$ cat config.mk
export PLATFORM = sky130hd
export DESIGN_NAME = z80fi_insn_packer
export DESIGN_NICKNAME = d
export VERILOG_FILES = /design/src/rtl/z80fi_insn_packer.sv
export SDC_FILE = /design/constraint.sdc
export NUM_CORES = 1
export LEC_CHECK = 0
export CAP_MARGIN = 25
export CORE_AREA = 2 2 118 120
export CTS_BUF_LIST = sky130_fd_sc_hd__clkbuf_4 sky130_fd_sc_hd__clkbuf_8
export DETAILED_ROUTE_END_ITERATION = 8
export DIE_AREA = 0 0 120 122
export HOLD_SLACK_MARGIN = 0.12
export PLACE_DENSITY = 0.76
export SLEW_MARGIN = 40
export SYNTH_ARGS = -nofsm -noshare
export SYNTH_HDL_FRONTEND = slang
export SYNTH_SLANG_ARGS = --single-unit
$ cat constraint.sdc
create_clock -name clk -period 4.7 [get_ports clk]
set_clock_uncertainty 0.15 [all_clocks]
set_input_delay 0.94 -clock clk [delete_from_list [all_inputs] [get_ports clk]]
set_output_delay 0.94 -clock clk [all_outputs]
set_load 0.01 [all_outputs]
$ cat src/rtl/z80fi_insn_packer.sv
// z80fi_insn_packer: gathers the fetched bytes of one instruction and emits a z80fi retirement packet
//
// Optional feature: define Z80FI_PACKER_ERR_EN to add the z80fi_err output.
//
// Ports:
//   clk, reset_n            core clock, asynchronous active-low reset
//   insn_start              first (M1) byte of a new instruction this cycle
//   fetch_valid, fetch_byte instruction byte strobe and value
//   retire                  current instruction completes this cycle
//   reg_a, reg_f, reg_ip    live core registers
//   z80fi_err               (Z80FI_PACKER_ERR_EN only) one-cycle violation pulse
//   z80fi_valid             one-cycle packet strobe
//   z80fi_insn, _len        packed bytes (first byte in [7:0]) and byte count
//   z80fi_reg_*_in/_out     registers at insn_start / at retire
module z80fi_insn_packer #(
    parameter int MAX_LEN = 4
) (
    input  logic        clk,
    input  logic        reset_n,
    input  logic        insn_start,
    input  logic        fetch_valid,
    input  logic [7:0]  fetch_byte,
    input  logic        retire,
    input  logic [7:0]  reg_a,
    input  logic [7:0]  reg_f,
    input  logic [15:0] reg_ip,
`ifdef Z80FI_PACKER_ERR_EN
    output logic        z80fi_err,
`endif
    output logic        z80fi_valid,
    output logic [31:0] z80fi_insn,
    output logic [2:0]  z80fi_insn_len,
    output logic [7:0]  z80fi_reg_a_in,
    output logic [7:0]  z80fi_reg_a_out,
    output logic [7:0]  z80fi_reg_f_in,
    output logic [7:0]  z80fi_reg_f_out,
    output logic [15:0] z80fi_reg_ip_in,
    output logic [15:0] z80fi_reg_ip_out
);
    typedef enum logic {IDLE, COLLECT} state_t;
    localparam logic [2:0] ML = 3'(MAX_LEN);
    state_t      state, state_nxt;
    logic [2:0]  count, cnt_eff;
    logic [31:0] byte_buf, buf_eff;
    logic [7:0]  a_snap, f_snap;
    logic [15:0] ip_snap;
    logic        collect, take, emit;
    // Buffer/count as they stand after this cycle's byte is appended; a byte
    // arriving with insn_start belongs to the new insn, never the old one.
    always_comb begin
        collect = state == COLLECT;
        take = collect && fetch_valid && !insn_start && count < ML;
        buf_eff = byte_buf;
        for (int i = 0; i < MAX_LEN; i++)
            if (take && count == 3'(i)) buf_eff[8*i +: 8] = fetch_byte;
        cnt_eff = take ? count + 3'd1 : count;
        emit = collect && retire && cnt_eff != 3'd0;
        state_nxt = insn_start ? COLLECT : (collect && retire) ? IDLE : state;
    end
    always_ff @(posedge clk or negedge reset_n)
        if (!reset_n) state <= IDLE;
        else state <= state_nxt;
    always_ff @(posedge clk or negedge reset_n) begin
        if (!reset_n) begin
            count    <= 3'd0;
            byte_buf <= 32'd0;
            a_snap   <= 8'd0;
            f_snap   <= 8'd0;
            ip_snap  <= 16'd0;
        end else if (insn_start) begin
            count    <= fetch_valid ? 3'd1 : 3'd0;
            byte_buf <= fetch_valid ? {24'd0, fetch_byte} : 32'd0;
            a_snap   <= reg_a;
            f_snap   <= reg_f;
            ip_snap  <= reg_ip;
        end else if (collect && retire) begin
            count    <= 3'd0;
            byte_buf <= 32'd0;
        end else begin
            count    <= cnt_eff;
            byte_buf <= buf_eff;
        end
    end
    always_ff @(posedge clk or negedge reset_n) begin
        if (!reset_n) begin
            z80fi_valid      <= 1'b0;
            z80fi_insn       <= 32'd0;
            z80fi_insn_len   <= 3'd0;
            z80fi_reg_a_in   <= 8'd0;
            z80fi_reg_a_out  <= 8'd0;
            z80fi_reg_f_in   <= 8'd0;
            z80fi_reg_f_out  <= 8'd0;
            z80fi_reg_ip_in  <= 16'd0;
            z80fi_reg_ip_out <= 16'd0;
        end else begin
            z80fi_valid <= emit;
            if (emit) begin
                z80fi_insn       <= buf_eff;
                z80fi_insn_len   <= cnt_eff;
                z80fi_reg_a_in   <= a_snap;
                z80fi_reg_a_out  <= reg_a;
                z80fi_reg_f_in   <= f_snap;
                z80fi_reg_f_out  <= reg_f;
                z80fi_reg_ip_in  <= ip_snap;
                z80fi_reg_ip_out <= reg_ip;
            end
        end
    end
`ifdef Z80FI_PACKER_ERR_EN
    logic err_nxt;
    // Dropped byte (idle or buffer full) or a retire with nothing to report.
    assign err_nxt = (fetch_valid && !insn_start && (!collect || count == ML)) ||
                     (retire && (!collect || cnt_eff == 3'd0));
    always_ff @(posedge clk or negedge reset_n)
        if (!reset_n) z80fi_err <= 1'b0;
        else z80fi_err <= err_nxt;
`endif
endmodule

==> run metrics, run 1 <==
peak supply drop=0.300 mV; HP Class=in2async; Critical Path End Type=flop; Iter 0 DRT Violations=251; worst reg2reg path startpoint=count[0]; height of the die=122 µm; register bit count reported by yosys=168; WP data required=4.87 ns; CTS tree=yes; drt pass-1 iters=4; R2R depth=8; final period utilization=66.4%; via count=4163; top cells by area, synth=dfrtp_1 65%, mux2_2 12%, mux2i_1 5.1%; Syn. warnings=0; area occupied by multi-input gates=2170 µm²; syn nets=506; largest net degree at the start of global routing=106; Max clock buf depth=2; Hold Slack=0.187 ns; Place WS=1.08 ns; reg2reg setup slack=1.88 ns; worst path arrival time=3.29 ns; unique cell type count in the Yosys netlist=30; initial antenna violation count=1; Worst Setup Start Kind=input pin; Worst Path Class, Setup=in2reg; DPL Wire Length=9.18 mm; Die ar.=14600 µm²; Cell Area, Synth=6510 µm²; wire length of the first global-routing pass=22.8 mm; Final min period=3.12 ns; gpl congestion=0.756; CTS root buf=clkbuf_8; Syn Inst Count=456; starting density of the core=48.2%; CTS Buf Count=17; die span in x=120 µm; total grt overflow=0; sequential fraction of the synthesis area=64.5%; Critical Path Fanout Max=29; DRT Wirelength=13.9 mm; layout cells sized above 1=19.3%; Hold Buf Count CTS=0; Pleak=3.94 nW; Main synth FF type=dfrtp_1; Core ar.=13500 µm²; setup total negative slack=0 ns; RSZ-0062 raised after global routing=no; GRT Total Usage=20.3%; number of synthesized flops with an enable pin=0; Synth area leader=dfrtp_1; Mean Syn Cell Area=14.3 µm²; vias in the first global route=4400; ys async rst share=100%; Slew HR=50.1%; CTS Sinks=168; f_max=0.320 GHz; Rows=43; clock transition at the registers of the reported paths=0.09 ns; Synth top area share=64.5%; top cells by count, synth=168 x dfrtp_1, 71 x mux2_2, 60 x nor2_1; Max Cap Violations=0; number of remaining DRC errors=0; via/cell ratio=5.21; CTS H-tree lvls=4; Placement Cell Area=8130 µm²; Antenna Violating Nets Remaining=0; Reg2Reg Capture Point=z80fi_insn[18]; run status=finished, final reports clean; pwr dens=490 nW/µm²; Worst-Skew Late Latency=0.45 ns; FF/Latch Area=4200 µm²; Final WS setup=1.58 ns; Post-CTS Setup Bufs=0; post-CTS sizing=0; WL/cell=17.4 µm; most frequent cell after synthesis=dfrtp_1; Pins Over Slew Limit=0; final net count=655; fin area=8600 µm²; Top-Level Pins=145; final-report hold violation count=0; area grow syn2layout=32.0%; final-report setup violation count=0; Port Buffers=144; Slew @ Worst Pin=0.749 ns; fillers=1043
[report_power, final]
| part | leakage, nW | switching [W] | total [W] | internal [W] |
|---|---|---|---|---|
| Sequential | 2.05 | 0.000171 | 0.00192 | 0.00175 |
| Clock | 0.217 | 0.000524 | 0.00110 | 0.000577 |
| Combinational | 1.67 | 0.000467 | 0.00119 | 0.000719 |
| Total | 3.94 | 0.00116 | 0.00421 | 0.00305 |
[placed cells by master, fill, tap and decap left out, drive strengths merged]
master,n
mux2i,33
nor4bb,1
mux2,96
diode,1
buf,12
nor2b,1
a22o,8
a21o,2
nor2,60
clkinvlp,2
nand3b,1
clkinv,2
clkbuf,20
inv,10
ha,5
a22oi,33
nand2b,1
or3b,1
dfrtp,168
bufinv,3
o21ai,2
o2bb2ai,1
a21oi,5
and2,1
clkdlybuf4s50,142
xnor2,1
nand2,7
[routing by layer]
layer / vias to the layer above / part of all wire [%] / GRT usage [%] / wire [µm]
met5: - / 0 / 0 / 0
met4: 0 / 1.0 / 6.62 / 146
met3: 12 / 8.0 / 7.82 / 1110
met2: 129 / 48 / 32.6 / 6710
met1: 2129 / 43 / 25.4 / 5950
li1: 1893 / - / - / -
[sequential cells by signal, summed over array words and instances, names as in the netlist]
signal and cells:
z80fi_valid 1, collect 1, f_snap 8, z80fi_reg_ip_in 16
count 3, z80fi_reg_a_in 8, a_snap 8, byte_buf 32
z80fi_insn 32, z80fi_reg_ip_out 16, z80fi_reg_f_in 8, z80fi_reg_a_out 8
z80fi_reg_f_out 8, ip_snap 16, z80fi_insn_len 3
[logic make-up (layout without fill, tap and decap cells)]
| kind of cell | count (synthesis) | after routing | synth area share, % |
|---|---|---|---|
| AO/OA/AOI/OAI | 51 | 51 | 5.90 |
| XOR/XNOR | 1 | 1 | 0.134 |
| flip-flops | 168 | 168 | 64.5 |
| other | 0 | 1 | 0 |
| adder cells (fa/ha/maj) | 5 | 5 | 0.960 |
| buffers and inverters | 29 | 191 | 2.21 |
| multiplexers | 129 | 129 | 21.7 |
| AND/OR/NAND/NOR | 73 | 73 | 4.59 |
[layout make-up]
type / instances / share of cell area (%)
Sequential cell: 168 / 48.9
Multi-Input combinational cell: 259 / 25.3
Timing Repair Buffer: 154 / 17.9
Clock buffer: 20 / 3.20
Tap cell: 180 / 2.62
Clock inverter: 12 / 1.89
Inverter: 5 / 0.218
Antenna cell: 1 / 0.0291
[worst max path at each step]
stage	startpoint	end	cells after the start
5_1_grt	fetch_valid	z80fi_insn_len[0]	8
4_1_cts	fetch_valid	z80fi_insn[18]	8
2_1_floorplan	insn_start	z80fi_reg_f_in[0]	8
3_3_place_gp	fetch_valid	z80fi_insn[19]	8
6_report	fetch_valid	z80fi_insn[18]	8
3_5_place_dp	fetch_valid	z80fi_insn[31]	8
[metrics by stage]
stage               util [%]  power [W]  instances
detailed placement      60.2    0.00315        765
finish                  63.7    0.00421        799
floorplan                  -    0.00240        456
global placement        60.2    0.00311        765
CTS                     63.4    0.00426        797
global route            63.7    0.00443        798
[critical path, stage by stage]
cell,delay [ns]
clkdlybuf4s50_1,0.51
nor4bb_1,0.23
buf_4,0.21
mux2i_1,0.34
a21oi_4,0.10
inv_2,0.43
buf_4,0.37
a22oi_1,0.14
Power figures use the tool's default switching activity.
==> run 2: changes to the inputs <==
- CORE_AREA: 2 2 118 120 -> 2 2 121 123
- DIE_AREA: 0 0 120 122 -> 0 0 123 125
- PLACE_DENSITY: 0.76 -> 0.75
- clock period: 4.7 -> 2.7 ns (I/O delays scaled with it)
==> run metrics, run 2 (synthesis results as in run 1) <==
CTS H-tree lvls=4 (unchanged); number of remaining DRC errors=0 (unchanged); Core ar.=14200 µm² (was 13500 µm²); via count=4196 (was 4163); drt pass-1 iters=5 (was 4); fillers=1132 (was 1043); Antenna Cells=0 (was 1); initial antenna violation count=0 (was 1); Slew @ Worst Pin=0.634 ns (was 0.749 ns); GRT Total Usage=19.2% (was 20.3%); CTS Sinks=168 (unchanged); hold path depth=3; CTS tree=yes (unchanged); Worst Setup Start Kind=flop (was input pin); Pleak=3.97 nW (was 3.94 nW); run status=finished, final reports clean (unchanged); DRT Wirelength=14.0 mm (was 13.9 mm); biggest regs=byte_buf (32), z80fi_insn (32) (unchanged); vias in the first global route=4271 (was 4400); Critical Path Fanout Max=34 (was 29); final-report setup violation count=0 (unchanged); most frequent cells in the layout=168 x dfrtp_1, 142 x clkdlybuf4s50_1, 71 x mux2_2 (unchanged); Rows=44 (was 43); via/cell ratio=5.17 (was 5.21); sw frac=27.7% (was 27.6%); final period utilization=92.1%; Pint=0.00511 W (was 0.00305 W); setup total negative slack=0 ns (unchanged); Final min period=2.49 ns; worst reg2reg path startpoint=count[0] (unchanged); Place WS=-0.0366 ns (was 1.08 ns); starting density of the core=45.9% (was 48.2%); WP data required=2.91 ns (was 4.87 ns); Clk network pwr share=22.9% (was 26.1%); Placement Cell Area=8300 µm² (was 8130 µm²); Reg2Reg Capture Point=z80fi_insn[22] (was z80fi_insn[18]); wire length of the first global-routing pass=22.7 mm (was 22.8 mm); Iter 0 DRT Violations=218 (was 251); final-report hold violation count=0 (unchanged); worst path arrival time=2.70 ns (was 3.29 ns); HP Class=in2reg (was in2async); Worst Path Class, Setup=reg2reg (was in2reg); Antenna Violating Nets Remaining=0 (unchanged); CTS Buf Count=17 (unchanged); RSZ-0062 raised after global routing=no (unchanged); clock transition at the registers of the reported paths=0.09 ns (about the same); CTS root buf=clkbuf_8 (unchanged); reg2reg setup slack=0.21 ns (was 1.88 ns); Worst-Skew Late Latency=0.45 ns (about the same); total grt overflow=0 (unchanged); worst setup path start=count[0] (was fetch_valid); Top-Level Pins=145 (unchanged); DPL Wire Length=9.75 mm (was 9.18 mm); Post-CTS Setup Bufs=0 (unchanged); Reg power frac=47.4% (was 45.7%); largest net degree at the start of global routing=60 (was 106); Hold Crit Start=insn_start; Max Cap Violations=0 (unchanged); Critical Path End Type=flop (unchanged); WL/cell=17.3 µm (was 17.4 µm); f_max=0.402 GHz; height of the die=125 µm (was 122 µm); Switch Pwr=0.00195 W (was 0.00116 W); Port Buffers=144 (unchanged); most common cell after layout, fill and taps aside=dfrtp_1 (unchanged); Die ar.=15400 µm² (was 14600 µm²); die span in x=123 µm (was 120 µm); post-layout util=61.0% (was 63.7%); Tot Pwr=0.00707 W (was 0.00421 W); R2R depth=7 (was 8); Pins Over Slew Limit=0 (unchanged); layout cells sized above 1=20.3% (was 19.3%); area grow syn2layout=32.9% (was 32.0%); Max clock buf depth=2 (unchanged); Hold Path End=count[0]; fin area=8660 µm² (was 8600 µm²); Comb power frac=29.7% (was 28.2%); final net count=667 (was 655); Final WS setup=0.213 ns (was 1.58 ns); Slew HR=57.7% (was 50.1%); pwr dens=816 nW/µm² (was 490 nW/µm²); gpl congestion=0.787 (was 0.756); peak supply drop=0.497 mV (was 0.300 mV)
==> run 2: layout make-up <==
class / instances / area (µm²) / area share, %
multi-input cells: 259 / 2170 / 25.1
flip-flops and latches: 168 / 4200 / 48.5
clock buffers: 21 / 277 / 3.19
inverters: 5 / 18.8 / 0.217
clock inverters: 8 / 76.3 / 0.881
repair buffers: 166 / 1680 / 19.4
well taps: 184 / 230 / 2.66
==> run 2: what timing repair did <==
item | 4_1_cts | 5_1_grt
hold buffers | 1 | 0
hold endpoints to repair | 54 | 0
resized for setup | 0 | 0
==> run 2: power groups by stage <==
stage                     Clock (W)  Sequential (W)  Combinational (W)
final                       0.00162         0.00335            0.00210
after global routing        0.00178         0.00342            0.00226
after CTS                   0.00167         0.00336            0.00213
after detailed placement          0         0.00341            0.00212
after global placement            0         0.00337            0.00208
after floorplan                   0         0.00358           0.000599
==> run 2: worst max path at each step <==
stage,endpoint,slack (ns)
final,z80fi_insn[22],0.21
after global routing,z80fi_insn[28],0.04
after CTS,z80fi_insn[22],0.18
after detailed placement,z80fi_reg_a_out[6],-0.04
after global placement,z80fi_reg_f_out[1],0.008
after floorplan,z80fi_reg_f_in[0],0.20
==> run 2: critical path: stages (launching register included) <==
cell and delay, ns:
dfrtp_1 0.46, ha_1 0.23, ha_1 0.28, or3b_1 0.37, a21oi_2 0.22, buf_4 0.38
nor2_1 0.10, a22oi_1 0.20
==> run 2: per-stage QoR <==
stage	hold WS, ns	cells
2_1_floorplan	0.0944	456
3_3_place_gp	0.313	781
3_5_place_dp	0.320	781
4_1_cts	0.226	811
5_1_grt	0.249	811
6_report	0.257	811
==> run 2: metal layers <==
metal / track usage, % / wire length (µm) / up-vias
li1: - / - / 1914
met1: 25.0 / 5870 / 2137
met2: 29.6 / 6870 / 127
met3: 7.80 / 1110 / 18
met4: 5.82 / 187 / 0
met5: 0 / 0 / -
